===== config.mk =====
export PLATFORM = sky130hd
export DESIGN_NAME = int2flt_seq_flat
export DESIGN_NICKNAME = d
export VERILOG_FILES = /design/src/rtl/int2flt_seq_if.sv /design/src/rtl/int2flt_seq.sv /design/src/flat_wrapper.sv
export SDC_FILE = /design/constraint.sdc
export NUM_CORES = 1
export LEC_CHECK = 0
export CAP_MARGIN = 20
export CELL_PAD_IN_SITES_DETAIL_PLACEMENT = 1
export CELL_PAD_IN_SITES_GLOBAL_PLACEMENT = 2
export CORE_AREA = 4 4 98 100
export CTS_CLUSTER_DIAMETER = 30
export DETAILED_ROUTE_END_ITERATION = 10
export DIE_AREA = 0 0 102 104
export PLACE_DENSITY_LB_ADDON = 0.1
export SKIP_LAST_GASP = 1
export SYNTH_ARGS = -nofsm -noshare
export SYNTH_HDL_FRONTEND = slang
export SYNTH_SLANG_ARGS = --single-unit

===== constraint.sdc =====
create_clock -name clk -period 4.88 [get_ports clk]
set_input_delay 0.732 -clock clk [delete_from_list [all_inputs] [get_ports clk]]
set_output_delay 0.732 -clock clk [all_outputs]
set_load 0.005 [all_outputs]

===== src/rtl/int2flt_seq_if.sv =====
// Byte-wide data memory port used by the int2flt_seq converter.
// The master drives the address and write side. The slave returns combinational read data.
interface int2flt_seq_if #(
    parameter int ADDR_W = 8
);
    logic [ADDR_W-1:0] mem_addr;
    logic [7:0]        mem_rd_data;
    logic [7:0]        mem_wr_data;
    logic              mem_wr_en;

    modport master (
        output mem_addr,
        output mem_wr_data,
        output mem_wr_en,
        input  mem_rd_data
    );

    modport slave (
        input  mem_addr,
        input  mem_wr_data,
        input  mem_wr_en,
        output mem_rd_data
    );
endinterface


===== src/rtl/int2flt_seq.sv =====
// Sequential converter from a 16-bit two's-complement integer to an IEEE-754 half float.
// It reads the operand bytes from memory, normalises one bit per cycle, rounds to nearest-even, and writes the result back.
//
// state | meaning
// RD_HI | fetch operand MSB byte
// RD_LO | fetch operand LSB byte
// PREP  | take sign and magnitude, seed exponent, detect zero
// NORM  | shift magnitude left until bit 15 is set
// ROUND | round to nearest-even and assemble result
// WR_HI | write result MSB byte
// WR_LO | write result LSB byte
// DONE  | conversion finished, hold until reset
module int2flt_seq #(
    parameter int                 ADDR_W   = 8,
    parameter logic [ADDR_W-1:0] IN_ADDR  = ADDR_W'(64),
    parameter logic [ADDR_W-1:0] OUT_ADDR = ADDR_W'(66)
) (
    input  logic              clk,
    input  logic              reset,
    int2flt_seq_if.master     bus,
    output logic              done
);
    localparam logic [ADDR_W-1:0] IN_ADDR_LO  = IN_ADDR + ADDR_W'(1);
    localparam logic [ADDR_W-1:0] OUT_ADDR_LO = OUT_ADDR + ADDR_W'(1);

    typedef enum logic [2:0] {
        RD_HI, RD_LO, PREP, NORM, ROUND, WR_HI, WR_LO, DONE
    } state_t;

    state_t      state, state_nxt;
    logic [7:0]  op_hi, op_hi_nxt;
    logic [7:0]  op_lo, op_lo_nxt;
    logic        sign, sign_nxt;
    logic [15:0] mag, mag_nxt;
    logic [4:0]  exp, exp_nxt;
    logic [15:0] result, result_nxt;

    logic [15:0] operand;
    logic [15:0] abs_val;
    logic        round_inc;
    logic [10:0] man_rnd;

    assign operand   = {op_hi, op_lo};
    assign abs_val   = operand[15] ? (~operand + 16'd1) : operand;
    assign round_inc = mag[4] & ((|mag[3:0]) | mag[5]);
    assign man_rnd   = {1'b0, mag[14:5]} + {10'd0, round_inc};

    always_ff @(posedge clk) begin
        if (reset) begin
            state  <= RD_HI;
            op_hi  <= 8'd0;
            op_lo  <= 8'd0;
            sign   <= 1'b0;
            mag    <= 16'd0;
            exp    <= 5'd0;
            result <= 16'd0;
        end else begin
            state  <= state_nxt;
            op_hi  <= op_hi_nxt;
            op_lo  <= op_lo_nxt;
            sign   <= sign_nxt;
            mag    <= mag_nxt;
            exp    <= exp_nxt;
            result <= result_nxt;
        end
    end

    // Outputs decode only registered state and result, so read data never reaches an output directly.
    always_comb begin
        state_nxt       = state;
        op_hi_nxt       = op_hi;
        op_lo_nxt       = op_lo;
        sign_nxt        = sign;
        mag_nxt         = mag;
        exp_nxt         = exp;
        result_nxt      = result;
        bus.mem_addr    = IN_ADDR_LO;
        bus.mem_wr_data = 8'd0;
        bus.mem_wr_en   = 1'b0;
        done            = 1'b0;

        case (state)
            RD_HI: begin
                bus.mem_addr = IN_ADDR;
                op_hi_nxt    = bus.mem_rd_data;
                state_nxt    = RD_LO;
            end
            RD_LO: begin
                bus.mem_addr = IN_ADDR_LO;
                op_lo_nxt    = bus.mem_rd_data;
                state_nxt    = PREP;
            end
            PREP: begin
                sign_nxt = operand[15];
                mag_nxt  = abs_val;
                exp_nxt  = 5'd30;
                if (operand == 16'd0) begin
                    result_nxt = 16'd0;
                    state_nxt  = WR_HI;
                end else if (abs_val[15]) begin
                    state_nxt = ROUND;
                end else begin
                    state_nxt = NORM;
                end
            end
            NORM: begin
                // Leave as soon as the shift lands the leading one in bit 15, so no idle cycle is spent.
                if (mag[15]) begin
                    state_nxt = ROUND;
                end else begin
                    mag_nxt = {mag[14:0], 1'b0};
                    exp_nxt = exp - 5'd1;
                    if (mag[14]) begin
                        state_nxt = ROUND;
                    end
                end
            end
            ROUND: begin
                if (man_rnd[10]) begin
                    result_nxt = {sign, exp + 5'd1, 10'd0};
                end else begin
                    result_nxt = {sign, exp, man_rnd[9:0]};
                end
                state_nxt = WR_HI;
            end
            WR_HI: begin
                bus.mem_addr    = OUT_ADDR;
                bus.mem_wr_data = result[15:8];
                bus.mem_wr_en   = 1'b1;
                state_nxt       = WR_LO;
            end
            WR_LO: begin
                bus.mem_addr    = OUT_ADDR_LO;
                bus.mem_wr_data = result[7:0];
                bus.mem_wr_en   = 1'b1;
                state_nxt       = DONE;
            end
            DONE: begin
                bus.mem_addr = OUT_ADDR_LO;
                done         = 1'b1;
            end
            default: begin
                state_nxt = RD_HI;
            end
        endcase
    end
endmodule


===== src/flat_wrapper.sv =====
// flat-port wrapper written by rule: the top's interface ports become plain ports
module int2flt_seq_flat 
#(
    parameter int                 ADDR_W   = 8,
    parameter logic [ADDR_W-1:0] IN_ADDR  = ADDR_W'(64),
    parameter logic [ADDR_W-1:0] OUT_ADDR = ADDR_W'(66)
)
  (clk, reset, done, bus_mem_addr, bus_mem_wr_data, bus_mem_wr_en, bus_mem_rd_data);
  int2flt_seq_if #(.ADDR_W(ADDR_W)) bus_i ();
  input  logic clk;
  input  logic reset;
  output logic done;
  output wire logic [$bits(bus_i.mem_addr)-1:0] bus_mem_addr;
  output wire logic [$bits(bus_i.mem_wr_data)-1:0] bus_mem_wr_data;
  output wire logic [$bits(bus_i.mem_wr_en)-1:0] bus_mem_wr_en;
  input wire logic [$bits(bus_i.mem_rd_data)-1:0] bus_mem_rd_data;
  assign bus_mem_addr = bus_i.mem_addr;
  assign bus_mem_wr_data = bus_i.mem_wr_data;
  assign bus_mem_wr_en = bus_i.mem_wr_en;
  assign bus_i.mem_rd_data = bus_mem_rd_data;
  int2flt_seq #(.ADDR_W(ADDR_W), .IN_ADDR(IN_ADDR), .OUT_ADDR(OUT_ADDR)) u_core (.clk(clk), .reset(reset), .bus(bus_i), .done(done));
endmodule

### Word-level counts from Yosys, hierarchy flattened

Index checks and enable logic that the tools add are counted.

| word-level totals | value |
|---|---|
| flip-flop bits (word level) | 57 |
| latch bits | 0 |
| RAM bits | 0 |
| ROM bits | 0 |
| input bits | 10 |
| output and inout port bits | 18 |
| word-level logic and storage cells | 53 |
| memories kept | 0 |

| cells by class | value |
|---|---|
| add/sub/neg operators | 4 |
| multiply operators | 0 |
| div/mod/pow operators | 0 |
| magnitude comparators | 0 |
| eq/ne operators | 10 |
| shift operators | 0 |
| multiplexer cells | 17 |
| bitwise gates (word level) | 3 |
| reduce and logical (&&, ||, !) cells | 11 |

Operators with widths:

| operator | number |
|---|---|
| $pmux 16 s2 | 2 |
| $mux 16 | 3 |
| $pmux 3 s7 | 1 |
| $add 16x1->16 const B | 1 |
| $logic_not 16->1 | 1 |
| $not 16->16 | 1 |
| $pmux 8 s2 | 1 |
| $mux 15 | 1 |
| $eq 3x3->1 const B | 4 |
| $mux 3 | 4 |
| $add 10x1->11 | 1 |
| $pmux 5 s2 | 1 |
| $reduce_bool 7->1 | 1 |
| $eq 3x2->1 const B | 2 |
| $pmux 2 s3 | 1 |
| $reduce_and 2->1 | 3 |
| $add 5x1->5 const B | 1 |
| $mux 5 | 1 |
| $sub 5x1->5 const B | 1 |
| $reduce_bool 2->1 | 2 |
| $reduce_or 2->1 | 2 |
| $reduce_or 4->1 | 1 |
| $eq 3x1->1 const B | 1 |
| $logic_not 3->1 | 1 |
| other kinds (6) | 7 |

### Logic depth before layout (Yosys ltp)

| logic depth | value |
|---|---|
| depth after elaboration | 6 |
| depth in mapped cells | 7 |
| mapped depth without buffers | 6 |

### Least setup slack after synthesis

Ideal clock, no wire load.

| timing path | value |
|---|---|
| path type | reg2out |
| start point | register u_core.state[1] |
| end point | output bus_mem_wr_data[0] |
| arrival | 1.361 ns |
| data required time | 4.148 ns |
| setup slack | 2.787 ns |
| stages on the path, launching flop included | 7 |
| buffers on the path | 3 |
| cells stage by stage | dfxtp_1 buf_2 clkbuf_1 nor2b_1 clkbuf_1 a22oi_1 nor2b_1 |

| between the ends | value |
|---|---|
| word-level cells in the longest chain between the ends | 2 |
| elaborated cells between the ends (all ways) | 3 |
| those cells by class | eq/ne: 2; mux: 1 |

RTL lines:

| item | RTL line | source |
|---|---|---|
| from (decl) | int2flt_seq.sv:30 | `state_t state, state_nxt;` |
| from (signal assigned) | int2flt_seq.sv:58 | `state <= state_nxt;` |
| $eq 3x3->1 | int2flt_seq.sv:82 | `case (state)` |
| $pmux 8 s2 * | int2flt_seq.sv:82 |  |
| to (decl) | flat_wrapper.sv:14 | `output wire logic [$bits(bus_i.mem_wr_data)-1:0] bus_mem_wr_data;` |

Mark *: on every way between the ends. The rest lies on a longest branch, timed or not.

### Worst setup path after layout

| timing path | value |
|---|---|
| start point | register u_core.state[0] |
| end point | output bus_mem_wr_data[4] |

Same word-level chain as after synthesis.

==> impl_results.md <==
* Clock Tree Root: clkbuf_8
* Slew Viols, Final at 0
* Maximum VDD drop at 0.202 mV
* Post-synthesis adder-cell area fraction at 1.54%
* Fin Setup TNS at 0 ns
* Rows at 34
* Clock buffer depth at 2
* Pin count of the biggest net entering global routing at 51
* Port Buffers at 21
* Area delta synth->final at 13.7%
* Diode count at 0
* Simple-Gate Fraction of Synth Area at 25.8%
* IO Count at 28
* Critical path required time at 4.15 ns
* DR vias at 3029
* Total Wirelength at 9.92 mm
* Period minus WS final at 3.28 ns
* Hold crit path type: flop to flop
* Vias/cell at 5.94
* Core ar. at 8680 um^2
* Setup violators final at 0
* Synth top area share at 35.2%
* Number of global-route vias before repair at 2929
* Initial DRC count at 156
* Antenna violations before repair at 0
* Number of hold buffers added after cts at 0
* Post-DP HPWL at 7.12 mm
* DP Area at 3490 um^2
* Final ANT Viol Nets at 0
* Register area share after synthesis at 35.2%
* Hold_ws at 0.476 ns
* Tot Pwr at 2.05 mW
* Post-CTS Setup Bufs at 0
* R2R Setup Slk at 2.08 ns
* Clk slew on worst S/H paths at 0.07 ns
* GPL Wtd Cong at 0.775
* Number of synthesized flops with an enable pin at 0
* RSZ-0062 raised after global routing: false
* Layout cells sized above 1 at 8.46%
* Synth Area in Compound Gates at 22.2%
* Starting Density at 37.3%
* Leading area contributor after synthesis: dfxtp_1
* Per-cell routed wire length at 19.4 um
* Critical Path Start Type: flop
* DRC at 0
* Die Width at 102 um
* Mean Syn Cell Area at 8.35 um^2
* Largest family of logic cells by synthesized area: simple AND/OR/NAND/NOR gates
* Leak at 1.20 nW
* First-pass GRT wire length at 16.4 mm
* XOR/XNOR share of the synthesized area at 4.60%
* GRT Total Usage at 19.8%
* Status: finished, final reports clean
* Slew margin rel. at 24.0%
* Unique masters post-synth at 60
* First-pass iteration count of the detailed router at 4
* Grt total ovfl at 0
* CTS H-tree depth at 3
* Die Height at 104 um
* Number of synthesized register bits at 57
* Crit Path Max Fanout at 19
* Top_reg_cell synth: dfxtp_1
* Post-synthesis mux area share at 4.02%
* Ys async rst share at 0%
* Die outline area at 10600 um^2
* Slew @ Worst Pin at 1.14 ns
* Crit Path Category: flop to output port
* Post-route cell area at 3680 um^2
* Inserted Clock Buffers at 9
* Final period util at 67.1%
* Latest clock arrival within the worst-skew pair at 0.34 ns
* PwrDens at 557 nW/um^2
* Yosys warns at 0
* Final Skew at 0.00725 ns
* Hold Fails Final Rpt at 0
* Peak Freq at 305 MHz
* Area contributors post-synth: dfxtp_1, mux2i_1, nor2_1
* CTS sink cnt at 57
* Post-Syn Instances at 388
* CTS tree: done
* PostCTS Resize Cnt at 0
* CP arrival at 2.54 ns
* Mapped cell area at 3240 um^2
* Max_cap viols at 0
* Layout Nets at 411
* Crit end category: output port
[worst max-delay path: stages (launching register included)]
cell and delay [ns]:
dfxtp_1 0.68, nor2b_1 0.67, a22oi_1 0.17, nor2b_1 0.16, clkdlybuf4s50_1 0.52
[area by class of cell]
cell class	instances	area (um^2)
fill	1047	4990
multi-input combinational	289	1910
sequential	57	1140
timing repair buffer	27	250
clock buffer	11	141
tap	108	135
clock inverter	5	55.1
inverter	13	48.8
[power by group]
part	switching (mW)	internal [mW]
logic	0.492	0.349
registers	0.202	0.560
clock network	0.200	0.248
total	0.894	1.16
[synthesized netlist by cell type (all sizes together), types with 3 or more instances]
library cell and count:
dfxtp 57, nor2 34, nand3 23, a21oi 21, buf 19, nand2 19, a22oi 16, clkbuf 14
nor2b 14, mux2i 13, nor3 12, inv 11, xnor2 11, nor4 10, o21ai 10, o211ai 9
xor2 6, nand4 5, o22ai 5, o2bb2ai 5, or3 5, or4 5, a211oi 4, a222oi 4
a31oi 4, and2 4, ha 4, nor3b 4, a21o 3, o31ai 3, or3b 3
[cells by family (layout without fill, tap and decap cells)]
group                    count (synthesis)  in the layout
AO/OA/AOI/OAI                          102            102
flip-flops                              57             57
AND/OR/NAND/NOR                        147            147
other                                    2              6
multiplexers                            13             13
buffers and inverters                   46             56
adder cells (fa/ha/maj)                  4              4
XOR/XNOR                                17             17
[sequential cells by signal (all words and copies together) (netlist names)]
name,count
u_core.exp,5
u_core.mag,16
u_core.op_hi,8
u_core.op_lo,8
u_core.result,16
u_core.sign,1
u_core.state,3
[worst paths after layout]
path                                        from            endpoint  depth (start not counted)
worst min-delay path            u_core.result[2]    u_core.result[2]                          1
worst max register to register   u_core.state[0]     u_core.op_lo[2]                          4
worst min register to register  u_core.result[2]    u_core.result[2]                          1
worst max-delay path             u_core.state[0]  bus_mem_wr_data[4]                          4
[stage by stage]
stage	cells	utilization, %	worst slack [ns]
global placement	494	40.2	2.15
CTS	510	42.4	1.54
global route	510	42.4	1.38
floorplan	392	-	2.79
finish	510	42.4	1.60
detailed placement	494	40.2	1.93
[layout by cell type (no fill, tap or decap), drive strengths merged, types with 4 or more instances in the layout]
cell type	n
nor3b	4
buf	7
or3	5
a31oi	4
clkdlybuf4s50	20
ha	4
or4	5
clkinv	4
a21oi	21
nand2	19
nor3	12
nor2	34
nor2b	14
xor2	6
conb	6
o21ai	10
a211oi	4
a222oi	4
clkbuf	11
o211ai	9
nand4	5
o22ai	5
nand3	23
dfxtp	57
mux2i	13
nor4	10
a22oi	16
inv	11
xnor2	11
o2bb2ai	5
and2	4
[layer usage]
layer / global-route usage (%) / up-vias / part of all wire, %
met5: 0 / - / 0
met4: 7.03 / 0 / 1.8
met1: 29.7 / 1515 / 49
met2: 28.2 / 54 / 45
li1: - / 1447 / -
met3: 3.09 / 13 / 4.3
Note: power is estimated with default switching activity, not from simulation.
